**src/rtl/riscv_pkg.sv**
```systemverilog
// Shared decode encodings for the RV32I pipeline: opcodes, ALU/result-select codes,
// immediate formats and the D/E pipeline register layout.
package riscv_pkg;

   localparam logic [6:0] OP_LW  = 7'b0000011;
   localparam logic [6:0] OP_SW  = 7'b0100011;
   localparam logic [6:0] OP_R   = 7'b0110011;
   localparam logic [6:0] OP_I   = 7'b0010011;
   localparam logic [6:0] OP_BEQ = 7'b1100011;
   localparam logic [6:0] OP_JAL = 7'b1101111;

   typedef enum logic [2:0] {
      ALU_ADD = 3'b000,
      ALU_SUB = 3'b001,
      ALU_AND = 3'b010,
      ALU_OR  = 3'b011,
      ALU_SLT = 3'b101
   } alu_ctl_e;

   typedef enum logic [1:0] {
      RES_ALU = 2'b00,
      RES_MEM = 2'b01,
      RES_PC4 = 2'b10
   } result_src_e;

   typedef enum logic [1:0] {
      IMM_I = 2'b00,
      IMM_S = 2'b01,
      IMM_B = 2'b10,
      IMM_J = 2'b11
   } imm_src_e;

   typedef struct packed {
      logic        reg_write;
      result_src_e result_src;
      logic        mem_write;
      logic        jump;
      logic        branch;
      alu_ctl_e    alu_ctl;
      logic        alu_src;
      imm_src_e    imm_src;
      logic        has_imm;
   } ctrl_t;

   typedef struct packed {
      logic        reg_write;
      result_src_e result_src;
      logic        mem_write;
      logic        jump;
      logic        branch;
      alu_ctl_e    alu_ctl;
      logic        alu_src;
      logic [31:0] rd1;
      logic [31:0] rd2;
      logic [31:0] imm;
      logic [4:0]  rs1;
      logic [4:0]  rs2;
      logic [4:0]  rd;
      logic [31:0] pc;
      logic [31:0] pc4;
   } de_reg_t;

   // funct3 to ALU op; sub only applies to the R-type add slot
   function automatic alu_ctl_e alu_dec(input logic [2:0] funct3, input logic sub);
      alu_ctl_e op;
      case (funct3)
         3'b000:  op = sub ? ALU_SUB : ALU_ADD;
         3'b010:  op = ALU_SLT;
         3'b110:  op = ALU_OR;
         3'b111:  op = ALU_AND;
         default: op = ALU_ADD;
      endcase
      return op;
   endfunction

   function automatic logic [31:0] imm_ext(input logic [31:0] instr, input imm_src_e src);
      logic [31:0] imm;
      case (src)
         IMM_I:   imm = {{20{instr[31]}}, instr[31:20]};
         IMM_S:   imm = {{20{instr[31]}}, instr[31:25], instr[11:7]};
         IMM_B:   imm = {{19{instr[31]}}, instr[31], instr[7], instr[30:25], instr[11:8], 1'b0};
         default: imm = {{11{instr[31]}}, instr[31], instr[19:12], instr[20], instr[30:21], 1'b0};
      endcase
      return imm;
   endfunction

endpackage

```
**src/rtl/reg_file.sv**
```systemverilog
// Architectural register file: two combinational reads, one write, async clear,
// x0 hardwired to zero and same-cycle write-to-read bypass.
module reg_file #(
   parameter int NREGS = 32
) (
   input  logic        clk,
   input  logic        rst,
   input  logic [4:0]  ra1,
   input  logic [4:0]  ra2,
   input  logic        we,
   input  logic [4:0]  wa,
   input  logic [31:0] wd,
   output logic [31:0] rd1,
   output logic [31:0] rd2
);

   logic [31:0] regs [NREGS];
   logic        wr_en;

   assign wr_en = we && (wa != 5'd0);

   always_ff @(posedge clk or negedge rst) begin
      if (!rst) begin
         for (int i = 0; i < NREGS; i++) regs[i] <= '0;
      end else if (wr_en) begin
         regs[wa] <= wd;
      end
   end

   // Bypass lets decode see a writeback landing on the same edge it captures
   always_comb begin
      rd1 = '0;
      if (ra1 != 5'd0) rd1 = (wr_en && wa == ra1) ? wd : regs[ra1];
   end

   always_comb begin
      rd2 = '0;
      if (ra2 != 5'd0) rd2 = (wr_en && wa == ra2) ? wd : regs[ra2];
   end

endmodule

```
**src/rtl/decode_stage.sv**
```systemverilog
// RISC-V decode stage: control decode, register read, immediate extension and
// the D/E pipeline register feeding execute.
module decode_stage
   import riscv_pkg::*;
#(
   parameter int NREGS = 32
) (
   input  logic        clk,
   input  logic        rst,
   input  logic [31:0] InstrD,
   input  logic [31:0] PCD,
   input  logic [31:0] PCPlus4D,
   input  logic        RegWriteW,
   input  logic [4:0]  RdW,
   input  logic [31:0] ResultW,
   input  logic        FlushE,
   output logic        RegWriteE,
   output logic [1:0]  ResultSrcE,
   output logic        MemWriteE,
   output logic        JumpE,
   output logic        BranchE,
   output logic [2:0]  ALUControlE,
   output logic        ALUSrcE,
   output logic [31:0] RD1E,
   output logic [31:0] RD2E,
   output logic [31:0] ImmExtE,
   output logic [4:0]  Rs1E,
   output logic [4:0]  Rs2E,
   output logic [4:0]  RdE,
   output logic [31:0] PCE,
   output logic [31:0] PCPlus4E
);

   ctrl_t       ctl;
   de_reg_t     de_d, de_q;
   logic [31:0] rd1, rd2;
   logic [6:0]  opcode;
   logic [2:0]  funct3;

   assign opcode = InstrD[6:0];
   assign funct3 = InstrD[14:12];

   reg_file #(.NREGS(NREGS)) u_rf (
      .clk (clk),
      .rst (rst),
      .ra1 (InstrD[19:15]),
      .ra2 (InstrD[24:20]),
      .we  (RegWriteW),
      .wa  (RdW),
      .wd  (ResultW),
      .rd1 (rd1),
      .rd2 (rd2)
   );

   // Anything not listed, including the all-zero fetch bubble, leaves controls at 0
   always_comb begin
      ctl = '0;
      case (opcode)
         OP_LW: begin
            ctl.reg_write  = 1'b1;
            ctl.result_src = RES_MEM;
            ctl.alu_src    = 1'b1;
            ctl.imm_src    = IMM_I;
            ctl.has_imm    = 1'b1;
         end
         OP_SW: begin
            ctl.mem_write = 1'b1;
            ctl.alu_src   = 1'b1;
            ctl.imm_src   = IMM_S;
            ctl.has_imm   = 1'b1;
         end
         OP_R: begin
            ctl.reg_write = 1'b1;
            ctl.alu_ctl   = alu_dec(funct3, InstrD[30]);
         end
         OP_I: begin
            ctl.reg_write = 1'b1;
            ctl.alu_ctl   = alu_dec(funct3, 1'b0);
            ctl.alu_src   = 1'b1;
            ctl.imm_src   = IMM_I;
            ctl.has_imm   = 1'b1;
         end
         OP_BEQ: begin
            ctl.branch  = 1'b1;
            ctl.alu_ctl = ALU_SUB;
            ctl.imm_src = IMM_B;
            ctl.has_imm = 1'b1;
         end
         OP_JAL: begin
            ctl.reg_write  = 1'b1;
            ctl.jump       = 1'b1;
            ctl.result_src = RES_PC4;
            ctl.imm_src    = IMM_J;
            ctl.has_imm    = 1'b1;
         end
         default: ctl = '0;
      endcase
   end

   always_comb begin
      de_d            = '0;
      de_d.reg_write  = ctl.reg_write;
      de_d.result_src = ctl.result_src;
      de_d.mem_write  = ctl.mem_write;
      de_d.jump       = ctl.jump;
      de_d.branch     = ctl.branch;
      de_d.alu_ctl    = ctl.alu_ctl;
      de_d.alu_src    = ctl.alu_src;
      de_d.rd1        = rd1;
      de_d.rd2        = rd2;
      de_d.imm        = ctl.has_imm ? imm_ext(InstrD, ctl.imm_src) : 32'd0;
      de_d.rs1        = InstrD[19:15];
      de_d.rs2        = InstrD[24:20];
      de_d.rd         = InstrD[11:7];
      de_d.pc         = PCD;
      de_d.pc4        = PCPlus4D;
   end

   always_ff @(posedge clk or negedge rst) begin
      if (!rst)        de_q <= '0;
      else if (FlushE) de_q <= '0;
      else             de_q <= de_d;
   end

   assign RegWriteE   = de_q.reg_write;
   assign ResultSrcE  = de_q.result_src;
   assign MemWriteE   = de_q.mem_write;
   assign JumpE       = de_q.jump;
   assign BranchE     = de_q.branch;
   assign ALUControlE = de_q.alu_ctl;
   assign ALUSrcE     = de_q.alu_src;
   assign RD1E        = de_q.rd1;
   assign RD2E        = de_q.rd2;
   assign ImmExtE     = de_q.imm;
   assign Rs1E        = de_q.rs1;
   assign Rs2E        = de_q.rs2;
   assign RdE         = de_q.rd;
   assign PCE         = de_q.pc;
   assign PCPlus4E    = de_q.pc4;

endmodule

```
**config.mk**
```make
export PLATFORM = sky130hd
export DESIGN_NAME = decode_stage
export DESIGN_NICKNAME = d
export VERILOG_FILES = /design/src/rtl/riscv_pkg.sv /design/src/rtl/reg_file.sv /design/src/rtl/decode_stage.sv
export SDC_FILE = /design/constraint.sdc
export NUM_CORES = 2
export LEC_CHECK = 0
export CAP_MARGIN = 20
export CORE_MARGIN = 5
export CORE_UTILIZATION = 40
export DETAILED_ROUTE_END_ITERATION = 12
export PLACE_DENSITY = 0.6
export SKIP_CTS_REPAIR_TIMING = 1
export SYNTH_ARGS = -nofsm -noshare
export SYNTH_HDL_FRONTEND = slang
export SYNTH_SLANG_ARGS = --single-unit
```
**constraint.sdc**
```tcl
create_clock -name clk -period 1.9 [get_ports clk]
set_input_delay 0.38 -clock clk [delete_from_list [all_inputs] [get_ports clk]]
set_output_delay 0.38 -clock clk [all_outputs]
set_load 0.02 [all_outputs]
```
After elaboration in Yosys (flattened, before gate mapping)
Index checks and enable logic that the tools add are counted.
{"block": "totals", "register_bits": 1209, "input_bits": 137, "out_inout_bits": 185}
{"block": "classes", "n_lt_le_gt_ge": 4, "n_eq_ne": 13, "muxes": 27, "bitwise": 3, "n_reduce_logical": 12}
{"cell": "1024-bit bitwise mux", "n": 1}
{"cell": "32-bit binary-select mux with 5-bit select", "n": 2}
{"cell": "32-bit two-way mux", "n": 10}
{"cell": "185-bit two-way mux", "n": 1}
{"cell": "32-bit demux with 5-bit select", "n": 1}
{"cell": "20-bit case mux with 3 select lines", "n": 1}
{"cell": "3-bit case mux with 4 select lines", "n": 2}
{"cell": "6-bit greater-or-equal comparator (second input constant)", "n": 3}
{"cell": "5-bit inverter with 6-bit output", "n": 3}
{"cell": "3-bit case mux with 3 select lines", "n": 2}
{"cell": "5-bit nonzero test", "n": 3}
{"cell": "7-bit by 6-bit == test with 1-bit output (second input constant)", "n": 2}
{"cell": "7-bit == test (second input constant)", "n": 2}
{"cell": "5-bit == test", "n": 2}
{"cell": "7-bit by 2-bit == test with 1-bit output (second input constant)", "n": 1}
{"cell": "7-bit by 5-bit == test with 1-bit output (second input constant)", "n": 1}
{"cell": "3-bit == test (second input constant)", "n": 2}
{"cell": "6-bit by 1-bit less-than comparator with 1-bit output (second input constant)", "n": 1}
{"cell": "1-bit two-way mux", "n": 6}
{"cell": "1-bit logical AND", "n": 4}
{"cell": "2-bit case mux with 2 select lines", "n": 1}
{"cell": "4-bit OR reduction", "n": 1}
{"cell": "3-bit by 2-bit == test with 1-bit output (second input constant)", "n": 1}
{"cell": "3-bit logical NOT", "n": 1}
{"cell": "5 further kinds", "n": 5}

Depth between registers and ports, before layout
{"block": "logic_depth", "word_depth": 7, "mapped_depth": 9, "mapped_depth_nobuf": 5}

By module
A second synthesis with hierarchy kept.
{"block": "unflattened", "cells_unflattened": 4330, "area_unflattened_um2": 61579.1}
{"module": "reg_file", "n_inst": 1, "cells_each": 3900, "area_per_inst_um2": 55605.8}
{"module": "decode_stage", "n_inst": 1, "cells_each": 430, "area_per_inst_um2": 5973.2}

Worst setup path after synthesis
No wires, ideal clock.
{"block": "synth_path", "kind": "input -> register", "startpoint": "in InstrD[15]", "endpoint": "reg de_q (netlist bit RD1E[1])", "t_arrival_ns": 1.947, "t_required_ns": 1.777, "slack_ns": -0.169, "stages": 7, "n_path_buf": 3, "cell_sequence": "buf_4 > buf_6 > buf_2 > mux4_2 > mux2i_1 > o22ai_1 > o221a_2"}
{"block": "synth_between", "elab_chain_cells": 7, "word_cells_on_any_way": 10, "cone_classes": "1 x eq/ne; 6 x mux; 1 x bitwise; 2 x reduce/logical"}
{"element": "from (decl)", "line": "decode_stage.sv:10", "text": "input logic [31:0] InstrD,"}
{"element": "5-bit inverter with 6-bit output (not written as such)", "line": "reg_file.sv:33", "text": "if (ra1 != 5'd0) rd1 = (wr_en && wa == ra1) ? wd : regs[ra1];"}
{"element": "32-bit binary-select mux with 5-bit select", "line": "reg_file.sv:33"}
{"element": "32-bit two-way mux (not written as such) (2 in a row)", "line": "reg_file.sv:33"}
{"element": "32-bit two-way mux", "line": "reg_file.sv:33"}
{"element": "32-bit two-way mux *", "line": "reg_file.sv:33"}
{"element": "185-bit two-way mux *", "line": "decode_stage.sv:121", "text": "else if (FlushE) de_q <= '0;"}
{"element": "to (signal assigned)", "line": "decode_stage.sv:120", "text": "if (!rst) de_q <= '0;"}
{"element": "to (signal assigned)", "line": "decode_stage.sv:121"}
{"element": "to (signal assigned)", "line": "decode_stage.sv:122", "text": "else de_q <= de_d;"}
{"element": "to (decl)", "line": "decode_stage.sv:35", "text": "de_reg_t de_d, de_q;"}
Every way passes the cells marked *; elsewhere a longest branch is shown, timed or not. The select of a mux whose other input is x is not followed.
A chain may end at the register's enable or synchronous reset.

Worst setup path in the final report
{"block": "layout_path", "startpoint": "in InstrD[22]", "endpoint": "reg de_q (netlist bit RD2E[28])"}
{"block": "layout_between", "elab_chain_cells": 7, "word_cells_on_any_way": 10, "cone_classes": "1 x eq/ne; 6 x mux; 1 x bitwise; 2 x reduce/logical"}
{"element": "5-bit inverter with 6-bit output (not written as such)", "line": "reg_file.sv:38", "text": "if (ra2 != 5'd0) rd2 = (wr_en && wa == ra2) ? wd : regs[ra2];"}
{"element": "32-bit binary-select mux with 5-bit select", "line": "reg_file.sv:38"}
{"element": "32-bit two-way mux (not written as such) (2 in a row)", "line": "reg_file.sv:38"}
{"element": "32-bit two-way mux", "line": "reg_file.sv:38"}
{"element": "32-bit two-way mux *", "line": "reg_file.sv:38"}
{"element": "185-bit two-way mux *", "line": "decode_stage.sv:121"}
Marks and branches as above.

==> flow_metrics.py <==
metrics = {
    "placement": {
        "place_area_um2": 71700,
        "gp_congestion": 0.843,
        "hpwlAfterDp_um": 141000,
        "dp_cells": 7086,
        "numPortBuffers": 321,
    },
    "synth": {
        "synth_edf_count": 0,
        "syn_area_per_cell_um2": 13.2,
        "async_flop_share_pct": 100,
        "syn-cell-area_um2": 61500,
        "synth_cell_types": 58,
        "ys_warn_count": 0,
        "synth_seq_cells": 1197,
        "synthFlopType": "dfrtp_1",
        "synth_top_area_share_pct": 48.7,
        "synth_top_cells_by_count": "dfrtp_1 (1197), mux2_2 (998), mux2i_1 (846)",
        "synthCells": 4678,
        "synth_most_common_cell": "dfrtp_1",
        "seq_area_frac_synth_pct": 48.7,
        "synth_nets": 4815,
        "synth.largest_area_cell": "dfrtp_1",
        "synth_area_leaders": "dfrtp_1 (49%), mux2_2 (18%), mux2i_1 (14%)",
    },
    "cells_and_area": {
        "final_area_um2": 76600,
        "multiInputGateArea_um2": 29400,
        "finalNonFillerCells": 7326,
        "area_growth_pct": 24.4,
        "diodes": 0,
        "drive_gt1_share_pct": 38.2,
        "fillers": 13300,
        "seq_area_um2": 30000,
        "nets": 5315,
    },
    "global_routing": {
        "globalRouteTotalUtil_pct": 26.2,
        "grt_pass1_wl_um": 317000,
        "grt.overflow.total": 0,
        "grt_max_degree": 93,
        "antenna_found_initial": 6,
        "grt_pass1_vias": 44500,
    },
    "clock_tree": {
        "cts_buffer_depth": 3,
        "cts_buffers": 133,
        "root_buffer": "clkbuf_16",
        "htreeDepth": 4,
        "cts_sinks": 1197,
        "cts_tree": "yes",
        "insertion_delay_ns": 0.78,
        "clkTransAtPathRegs_ns": 0.07,
    },
    "job": {
        "maxCapViolations": 0,
    },
    "route": {
        "wirelength_um": 218000,
        "avgRoutedWirePerCell_um": 29.7,
        "detail-route-antenna-nets": 0,
        "vias": 43900,
        "dr.pass1.iters": 7,
        "initialDrtViolationCount": 3979,
        "drt-vias-per-instance": 5.99,
        "drcViolationCount": 0,
    },
    "floorplanning": {
        "die-area_um2": 162000,
        "initial_utilization_pct": 40.1,
        "die_height_um": 402,
        "ioPinCount": 322,
        "rows": 144,
        "die_w_um": 402,
        "coreArea_um2": 154000,
    },
    "setup_path": {
        "crit_top_cell": "buf_4",
        "crit_fanout": 25,
        "worstSetupPathType": "primary input to register",
        "critPathBufInv": 5,
        "crit_path_max_incr_delay_ns": 0.40,
        "path_delay_family": "buffers and inverters",
        "critPathRequiredTime_ns": 2.57,
        "cp_slowest_cell": "nor2b_4",
        "endpoint_kind": "register",
        "cp-start-kind": "primary input",
        "worstPathCellList": "buf_2 > nor2b_4 > buf_12 > buf_4 > a22oi_1 > a21oi_1 > buf_4 > a2111oi_4 > buf_4 > a22o_1",
        "cp.arrival_ns": 2.56,
    },
    "power": {
        "seq_power_share_pct": 44.4,
        "p_clk_share_pct": 36.0,
        "p_leak_nw": 37.4,
        "p_int_mw": 54.1,
        "p_switching_mw": 20.9,
        "p_sw_share_pct": 27.9,
        "powerDensity_nw_per_um2": 980,
        "combPwrFrac_pct": 19.6,
        "ir_drop_v": 0.000965,
    },
    "timing": {
        "setup_viol": 0,
        "min_period_ns": 1.89,
        "slew_headroom_pct": 57.1,
        "worst_slew_pin_slew_ns": 0.642,
        "fmax_mhz": 530,
        "timing.final.crit_share_pct": 99.3,
        "slew_viol_final": 0,
        "skew_ns": 0.0239,
        "hold_viol_final": 0,
    },
    "run_status": {
        "run_status": "finished, final reports clean",
    },
    "hold_path": {
        "hold_path.class": "primary input to async pin",
    },
}
## flip-flops by register name, indices dropped and copies added (netlist names), 21 cells and up
name / cells
ImmExtE: 21
PCE: 32
PCPlus4E: 32
RD1E: 32
RD2E: 32
u_rf.regs: 1024
## logic make-up after synthesis
family / Yosys count / synth area share (%)
AOI/OAI and AO/OA: 652 / 7.73
muxes: 1960 / 36.3
and+or+nand+nor: 352 / 3.03
xor gates and xnor gates: 10 / 0.142
buffers and inverters: 507 / 4.15
DFF: 1197 / 48.7
## stage by stage
step	total power, mW	worst slack, ns	util [%]	TNS [ns]	hold slack (ns)
6_report	75.0	0.0129	49.9	0	0.112
5_1_grt	78.0	-0.00111	49.9	-0.00111	0.102
4_1_cts	75.4	-0.536	49.7	-65.69	-0.547
3_5_place_dp	48.3	-0.968	46.7	-704.01	0.288
3_3_place_gp	47.8	-1.00	46.7	-706.51	0.294
2_1_floorplan	42.4	-0.0617	-	-7.39	0.0844
## power groups by stage
stage / clock network, mW / registers, mW / logic [mW]
final: 27.0 / 33.3 / 14.7
after global routing: 28.4 / 33.8 / 15.9
after CTS: 27.4 / 33.1 / 14.8
after detailed placement: 0 / 33.6 / 14.7
after global placement: 0 / 33.4 / 14.5
after floorplan: 0 / 32.7 / 9.72
## worst paths after layout
| kind | from | slack, ns | to | cells after the start |
|---|---|---|---|---|
| min reg2reg | u_rf.regs[1022]$_DFFE_PN0P_ | 0.40 | u_rf.regs[1022]$_DFFE_PN0P_ | 0 |
| min in group clk | FlushE | 0.13 | PCPlus4E[10]$_DFF_PN0_ | 3 |
| max in group asynchronous | rst | 0.89 | u_rf.regs[939]$_DFFE_PN0P_ | 4 |
| min | rst | 0.11 | u_rf.regs[241]$_DFFE_PN0P_ | 2 |
| max | InstrD[22] | 0.01 | RD2E[28]$_DFF_PN0_ | 10 |
| max reg2reg | u_rf.regs[828]$_DFFE_PN0P_ | 0.14 | RD2E[28]$_DFF_PN0_ | 6 |
## cell usage in the layout, fill, tap and decap left out, types with 6 or more instances in the layout
cell | Yosys | layout
dfrtp_1 | 1197 | 1188
mux2_2 | 998 | 998
mux2i_1 | 846 | 846
a22oi_1 | 380 | 380
buf_4 | 81 | 348
buf_12 | 1 | 204
dlymetal6s2s_1 | 0 | 160
clkbuf_16 | 0 | 137
a21oi_1 | 128 | 128
clkdlybuf4s50_1 | 0 | 124
mux4_2 | 116 | 116
nand3_1 | 99 | 99
nor2b_1 | 86 | 80
nand2_1 | 77 | 61
clkbuf_1 | 224 | 33
o22ai_1 | 30 | 30
clkbuf_8 | 0 | 30
o221a_2 | 29 | 29
clkbuf_2 | 0 | 26
a22o_1 | 22 | 22
nor2_4 | 0 | 20
nand2_4 | 0 | 15
clkinv_2 | 0 | 15
a2111oi_2 | 13 | 12
bufinv_16 | 0 | 12
o21a_1 | 11 | 11
or4_1 | 10 | 10
o21ai_1 | 10 | 10
dfrtp_2 | 0 | 9
inv_6 | 0 | 9
nor2_1 | 28 | 8
nor3_1 | 8 | 8
xnor2_1 | 8 | 8
and2_1 | 10 | 7
nor2b_4 | 0 | 6
o21ai_0 | 6 | 6
a2111oi_0 | 9 | 6
## cell type report
class	instances	area share [%]
Clock inverter	39	0.724
Tap cell	2044	3.34
Clock buffer	200	5.18
Sequential cell	1197	39.1
Timing Repair Buffer	869	13.2
Inverter	3	0.0147
Multi-Input combinational cell	2974	38.4
## worst register-to-register path: cells and delay by family, from the launching register on
kind | cells | cell delay [ns]
AOI/OAI and AO/OA | 4 | 0.97
DFF | 1 | 0.43
buffers and inverters | 1 | 0.20
muxes | 1 | 0.11
## per-layer routing
layer | track usage, % | up-vias | share of wire (%) | routed length (um)
met3 | 5.08 | 387 | 7.1 | 15400
li1 | - | 18500 | - | -
met5 | 0 | - | 0.0060 | 13
met1 | 37.9 | 23300 | 45 | 97600
met4 | 8.39 | 2 | 3.2 | 7050
met2 | 39.9 | 1704 | 45 | 97700
Note: power is estimated with default switching activity, not from simulation.
